==> src/rtl/ifmap_pkg.sv <==
// Shared types and helpers for the input-feature-map load controller.
package ifmap_pkg;

   // Controller states: idle, filling a word, holding a word for drain, tile done.
   typedef enum logic [1:0] {
      ST_IDLE = 2'd0,
      ST_FILL = 2'd1,
      ST_HOLD = 2'd2,
      ST_DONE = 2'd3
   } state_t;

   // Number of bytes that make up one packed word whose MSB index is bus.
   function automatic int bytes_for_bus(input int bus);
      return (bus + 1) / 8;
   endfunction

endpackage

==> src/rtl/byte_packer.sv <==
// Shift buffer that assembles a word from bytes: each new byte enters the
// top lane and everything already held moves down one lane, so the first
// byte of a word ends up in the lowest lane once the word is complete.
module byte_packer #(
   parameter int BUS = 31
) (
   input  logic         clk,
   input  logic         rst,
   input  logic         clr,
   input  logic         en,
   input  logic [7:0]   din,
   output logic [BUS:0] dout
);

   logic [BUS:0] data_q;

   // Shift a byte in at the top lane when enabled; clear discards a partial word.
   always_ff @(posedge clk or posedge rst) begin
      if (rst) begin
         data_q <= '0;
      end else if (clr) begin
         data_q <= '0;
      end else if (en) begin
         data_q <= {din, data_q[BUS:8]};
      end
   end

   assign dout = data_q;

endmodule

==> src/rtl/ifmap_load_ctrl.sv <==
// Sequences the ifmap byte packer for one tile: accepts bytes, hands each
// completed word to the PE array, counts words and flags tile completion.
module ifmap_load_ctrl
   import ifmap_pkg::*;
#(
   parameter int BUS   = 31,
   parameter int CNT_W = 16
) (
   input  logic             clk,
   input  logic             rst,
   input  logic             start,
   input  logic             abort,
   input  logic [CNT_W-1:0] cfg_words,
   input  logic [7:0]       s_data,
   input  logic             s_valid,
   output logic             s_ready,
   output logic [BUS:0]     m_data,
   output logic             m_valid,
   input  logic             m_ready,
   output logic             busy,
   output logic             done
);

   localparam int BYTES = bytes_for_bus(BUS);
   localparam int BC_W  = (BYTES > 1) ? $clog2(BYTES) : 1;
   localparam logic [BC_W-1:0] LAST_BYTE = BC_W'(BYTES - 1);

   state_t           state;
   logic [CNT_W-1:0] words_left;
   logic [BC_W-1:0]  byte_cnt;
   logic             accept;

   // Abort masks s_ready in the same cycle so a byte offered then is never taken.
   assign s_ready = (state == ST_FILL) && !abort;
   assign accept  = s_valid && s_ready;
   assign m_valid = (state == ST_HOLD);
   assign busy    = (state != ST_IDLE);
   assign done    = (state == ST_DONE);

   // Tile FSM with its byte and word counters; abort overrides every transition.
   always_ff @(posedge clk or posedge rst) begin
      if (rst) begin
         state      <= ST_IDLE;
         words_left <= '0;
         byte_cnt   <= '0;
      end else if (abort) begin
         state      <= ST_IDLE;
         words_left <= '0;
         byte_cnt   <= '0;
      end else begin
         case (state)
            ST_IDLE: begin
               if (start) begin
                  if (cfg_words != '0) begin
                     state      <= ST_FILL;
                     words_left <= cfg_words;
                     byte_cnt   <= '0;
                  end else begin
                     state <= ST_DONE;
                  end
               end
            end
            ST_FILL: begin
               if (accept) begin
                  if (byte_cnt == LAST_BYTE) begin
                     state    <= ST_HOLD;
                     byte_cnt <= '0;
                  end else begin
                     byte_cnt <= byte_cnt + BC_W'(1);
                  end
               end
            end
            ST_HOLD: begin
               if (m_ready) begin
                  words_left <= words_left - CNT_W'(1);
                  if (words_left == CNT_W'(1)) begin
                     state <= ST_DONE;
                  end else begin
                     state <= ST_FILL;
                  end
               end
            end
            ST_DONE: begin
               state <= ST_IDLE;
            end
            default: begin
               state <= ST_IDLE;
            end
         endcase
      end
   end

   byte_packer #(
      .BUS (BUS)
   ) u_packer (
      .clk  (clk),
      .rst  (rst),
      .clr  (abort),
      .en   (accept),
      .din  (s_data),
      .dout (m_data)
   );

endmodule

==> config.mk <==
export PLATFORM = sky130hd
export DESIGN_NAME = ifmap_load_ctrl
export DESIGN_NICKNAME = d
export VERILOG_FILES = /design/src/rtl/ifmap_pkg.sv /design/src/rtl/byte_packer.sv /design/src/rtl/ifmap_load_ctrl.sv
export SDC_FILE = /design/constraint.sdc
export NUM_CORES = 1
export LEC_CHECK = 0
export ABC_AREA = 1
export CAP_MARGIN = 20
export CORE_MARGIN = 1
export CORE_UTILIZATION = 45
export CTS_CLUSTER_DIAMETER = 40
export DETAILED_ROUTE_END_ITERATION = 8
export GPL_TIMING_DRIVEN = 0
export PLACE_DENSITY_LB_ADDON = 0.25
export RECOVER_POWER = 25
export SLEW_MARGIN = 30
export SYNTH_ARGS = -nofsm -noshare
export SYNTH_HDL_FRONTEND = slang
export SYNTH_HIERARCHICAL = 1
export SYNTH_SLANG_ARGS = --single-unit
export TNS_END_PERCENT = 10
==> constraint.sdc <==
create_clock -name clk -period 1.4 [get_ports clk]
set_input_delay 0.28 -clock clk [delete_from_list [all_inputs] [get_ports clk]]
set_output_delay 0.28 -clock clk [all_outputs]
set_load 0.03 [all_outputs]
Yosys cells after proc, flatten, opt, wreduce, memory -nomap -nowiden
Index checks and enable logic that the tools add are counted.

storage, ports and cells
  bits in registers = 52
  input port bits = 30
  logic and storage cells = 49

cells by class
  add/sub/neg operators = 2
  eq/ne operators = 10
  mux-type cells = 21
  reduce and logical (&&, ||, !) cells = 12

operators by type and width
  kind                   count
  $mux 16                4
  $mux 32                2
  $pmux 16 s2            1
  $mux 2                 12
  $eq 16x1->1 const B    1
  $reduce_bool 16->1     1
  $sub 16x1->16 const B  1
  $reduce_and 4->1       3
  $ne 3x3->1 const B     3
  $pmux 2 s4             1
  $eq 2x2->1 const B     3
  $ne 3x2->1 const B     2
  $reduce_bool 3->1      2
  $pmux 2 s2             1
  $reduce_bool 2->1      2
  $add 2x1->2 const B    1
  $eq 2x1->1 const B     1
  $logic_and 1x1->1      2
  $logic_not 2->1        1
  $logic_not 1->1        1

Depth between registers and ports, before layout
  word-level depth = 6
  mapped depth = 10

By module
The synthesis kept the hierarchy.

by module, submodules not included
  module           instances  cells an instance  area an instance (um^2)  seq. area each (um^2)
  ifmap_load_ctrl  1          260                1564.0                   500.5
  byte_packer      1          141                1288.7                   800.8

Worst setup path after synthesis
OpenSTA, ideal clock, no wires.

  kind = reg-to-reg
  from = register words_left[0]
  to = register words_left[10]
  library setup time = 116 ps
  arrival = 1219 ps
  required time = 1284 ps
  setup slack = 64 ps
  stages on the path, launching flop included = 10
  buffers on the path = 0
  clock period less this slack = 1336 ps
  path through = dfrtp_1 inv_1 ha_1 nand2_1 nor2_2 nand3_1 nand3_1 nand2_1 nand2_1 nand2_1

between the ends
  cells in the longest elaborated chain, start to end = 4

RTL lines
  element                   RTL line               text
  start: declaration        ifmap_load_ctrl.sv:29  logic [CNT_W-1:0] words_left;
  start signal: assignment  ifmap_load_ctrl.sv:56  words_left <= cfg_words;
  start signal: assignment  ifmap_load_ctrl.sv:75  words_left <= words_left - CNT_W'(1);
  $sub 16x1->16             ifmap_load_ctrl.sv:75
  $mux 16                   ifmap_load_ctrl.sv:74  if (m_ready) begin
  $pmux 16 s2               ifmap_load_ctrl.sv:51  case (state)
  $mux 16                   ifmap_load_ctrl.sv:46  end else if (abort) begin

Every way passes these cells. The select of a mux whose other input is x is not followed.
A chain may end at the register's enable or synchronous reset.

Final worst setup path
  from = register state[1]
  to = output port m_valid

between the ends
  cells in the longest elaborated chain, start to end = 1

RTL lines
  element                   RTL line               text
  start: declaration        ifmap_load_ctrl.sv:28  state_t state;
  start signal: assignment  ifmap_load_ctrl.sv:43  state <= ST_IDLE;
  start signal: assignment  ifmap_load_ctrl.sv:47  state <= ST_IDLE;
  start signal: assignment  ifmap_load_ctrl.sv:55  state <= ST_FILL;
  $eq 2x2->1                ifmap_load_ctrl.sv:36  assign m_valid = (state == ST_HOLD);
  end: declaration          ifmap_load_ctrl.sv:18  output logic m_valid,

Every way passes these cells.

==> insert_results.sql <==
INSERT INTO impl_metrics (metric_group, metric, value, unit) VALUES
('setup_path', 'worst_r2r_startpoint', 'state[0]', ''),
('synthesis', 'synth_enable_flop_cells', '0', ''),
('power', 'vdd.ir_drop.worst', '0.000947', 'V'),
('route', 'drtPass1Iterations', '4', ''),
('synthesis', 'synth_cells', '401', ''),
('power', 'power.sequential.fraction', '35.4', '%'),
('synthesis', 'synth.net_count', '434', ''),
('setup_path', 'cp_max_fo', '5', ''),
('setup_path', 'worst_path_largest_cell_delay', '0.42', 'ns'),
('sta', 'finalSetupViolCount', '45', ''),
('power', 'clock_power_share', '14.7', '%'),
('synthesis', 'postSynth.topFlopCell', 'sky130_fd_sc_hd__dfrtp_1', ''),
('power', 'total_switching_power', '2.66', 'mW'),
('route', 'post-route-drc-count', '0', ''),
('synthesis', 'netlist-cell-type-count', '23', ''),
('die', 'die_width', '81.6', 'um'),
('placed_design', 'io_buffer_count', '65', ''),
('placed_design', 'number_of_cells_in_the_design_after_placement', '541', ''),
('cells_and_area', 'instances_no_fill', '561', ''),
('clock_network', 'clock-sinks', '52', ''),
('status', 'failed_checks', 'setup timing', ''),
('die', 'die_y', '81.6', 'um'),
('sta', 'worst_slew_pin_slew', '0.778', 'ns'),
('setup_path', 'critical-path-top-cell-by-count', 'sky130_fd_sc_hd__buf_6', ''),
('job', 'maxCapViolations', '0', ''),
('sta', 'hold_slack', '0.477', 'ns'),
('setup_path', 'endpoint_kind', 'output pin', ''),
('sta', 'final_min_period_over_clock_period', '113', '%'),
('route', 'wl', '7100', 'um'),
('cells_and_area', 'flow.area_growth_from_synthesis', '34.3', '%'),
('hold_path', 'whs_path_depth', '2', ''),
('cells_and_area', 'post_route_cells_drive_above_1_share', '17.5', '%'),
('sta', 'min_period', '1.58', 'ns'),
('synthesis', 'most_area_consuming_cells_after_synthesis', 'sky130_fd_sc_hd__dfrtp_1, sky130_fd_sc_hd__nand2_1, sky130_fd_sc_hd__nand3_1, sky130_fd_sc_hd__nor2_1, sky130_fd_sc_hd__inv_1', ''),
('setup_path', 'cp.arrival', '1.30', 'ns'),
('setup_path', 'path_cells', 'inv_2 -> nor2_4 -> buf_6 -> buf_8 -> buf_6', ''),
('clock_network', 'clock_tree_from_tritoncts', 'done', ''),
('route', 'wl_per_cell', '12.6', 'um'),
('route', 'detail_route.iter0.violations', '279', ''),
('synthesis', 'async_reset_ff_share', '100', '%'),
('setup_path', 'worstRegToRegCells', '9', ''),
('power', 'cellInternalPower', '3.28', 'mW'),
('synthesis', 'synth_commonest_cells', 'sky130_fd_sc_hd__nand2_1, sky130_fd_sc_hd__nand3_1, sky130_fd_sc_hd__dfrtp_1', ''),
('grt', 'globalRouteOverflowTotal', '0', ''),
('route', 'detail_route.vias_per_cell', '5.07', ''),
('sta', 'fmax', '0.634', 'GHz'),
('setup_path', 'setup.worst_path.start_class', 'flip-flop', ''),
('synthesis', 'yosysTopAreaCellShare', '45.6', '%'),
('setup_path', 'path_class', 'flip-flop to output pin', ''),
('status', 'status', 'finished, violations left', ''),
('power', 'combinationalPowerShare', '49.9', '%'),
('hold_path', 'worst_hold_path_type', 'flip-flop to flip-flop', ''),
('grt', 'grt_antenna_before_repair', '0', ''),
('placed_design', 'placed_area', '3600', 'um^2'),
('grt', 'grt_first_pass_wirelength', '11400', 'um'),
('power', 'netSwitchingFraction', '44.7', '%'),
('synthesis', 'mappedNetlistArea', '2850', 'um^2'),
('power', 'power_leakage', '2.09', 'nW'),
('cells_and_area', 'postLayoutCoreUtil', '63.6', '%'),
('die', 'top_level_ports', '66', ''),
('sta', 'finalWorstSetupSlack', '-0.177', 'ns'),
('clock_network', 'cts_hold_repair.buffers', '0', ''),
('placed_design', 'dpl_worst_slack', '-0.790', 'ns'),
('sta', 'timing.final.max_slew_violations', '0', ''),
('cells_and_area', 'antenna_cells', '0', ''),
('hold_path', 'timing.hold.worst.start', 'u_packer/dout[0]', ''),
('die', 'fp.dieArea', '6660', 'um^2'),
('die', 'rows', '28', ''),
('route', 'route.vias.total', '2844', ''),
('cells_and_area', 'stdcell_area', '3830', 'um^2'),
('clock_network', 'buffer_cell_driving_the_clock_tree_root', 'sky130_fd_sc_hd__clkbuf_8', '');
what timing repair did:
action | in CTS | in global routing
setup endpoints to repair | 87 | 75
buffers inserted | 3 | 8
pin swaps | 0 | 3
gates resized for setup | 87 | 47
hold endpoints to repair | 0 | 0
cloned | 0 | 1
layout make-up:
cell class | count | area [um^2]
plain buffers | 15 | 143
clock buffers | 6 | 72.6
clock inverters | 2 | 16.3
fillers | 529 | 2190
inverters | 32 | 120
multi-input cells | 302 | 1410
flip-flops and latches | 52 | 1310
well taps | 75 | 93.8
repair buffers | 77 | 673
power by group through the flow:
stage / sequential, mW / clock [mW] / combinational, mW
3_5_place_dp: 2.10 / 0 / 2.45
3_3_place_gp: 2.09 / 0 / 2.40
4_1_cts: 2.07 / 0.882 / 2.63
5_1_grt: 2.14 / 0.927 / 3.29
6_report: 2.10 / 0.875 / 2.96
2_1_floorplan: 2.07 / 0 / 1.78
worst paths after layout:
| path | slack (ns) | endpoint |
|---|---|---|
| min in group asynchronous | 0.53 | u_packer/dout[2] |
| max in group asynchronous | 0.26 | words_left[6] |
| hold / removal | 0.48 | u_packer/dout[0] |
| setup reg to reg | -0.10 | words_left[1] |
| setup / recovery | -0.18 | m_valid |
| hold reg to reg | 0.48 | u_packer/dout[0] |
flip-flops by register name, summed over array words and instances (netlist names):
name	count
state	2
u_packer/dout	32
byte_cnt	2
words_left	16
critical path, delay by kind of cell, from the launching register on:
kind                   cells  cell delay (ns)
buffers and inverters      4             0.44
flip-flops                 1             0.42
AND/OR/NAND/NOR            1             0.13
per-stage QoR:
stage,TNS [ns],power [mW]
2_1_floorplan,0,3.85
3_3_place_gp,-38.10,4.49
3_5_place_dp,-27.33,4.55
4_1_cts,-2.49,5.57
5_1_grt,-5.45,6.35
6_report,-1.73,5.94
cells in the final DEF (no fill, tap or decap), drive strengths merged, types with 3 or more instances in the layout:
cell type,instances
a21oi,5
nor2,43
o21ai,14
inv,32
clkdlybuf4s50,27
nand2,176
dfrtp,52
buf,31
ha,3
dlygate4sd2,10
nand3,56
clkbuf,17
clkdlybuf4s15,12
logic make-up after synthesis:
family	synth area share, %
AO/OA/AOI/OAI	4.17
flip-flops	45.6
buffers and inverters	8.20
adder cells (fa/ha/maj)	1.32
AND/OR/NAND/NOR	40.7
metal layers:
| layer | GRT usage [%] | part of all wire (%) | up-vias | wire length (um) |
|---|---|---|---|---|
| li1 | - | - | 1424 | - |
| met1 | 31.0 | 46 | 1334 | 3280 |
| met2 | 36.4 | 48 | 80 | 3390 |
| met3 | 2.44 | 5.0 | 6 | 357 |
| met4 | 6.49 | 0.94 | 0 | 67 |
| met5 | 0 | 0 | - | 0 |
(Power assumes the default switching activity.)
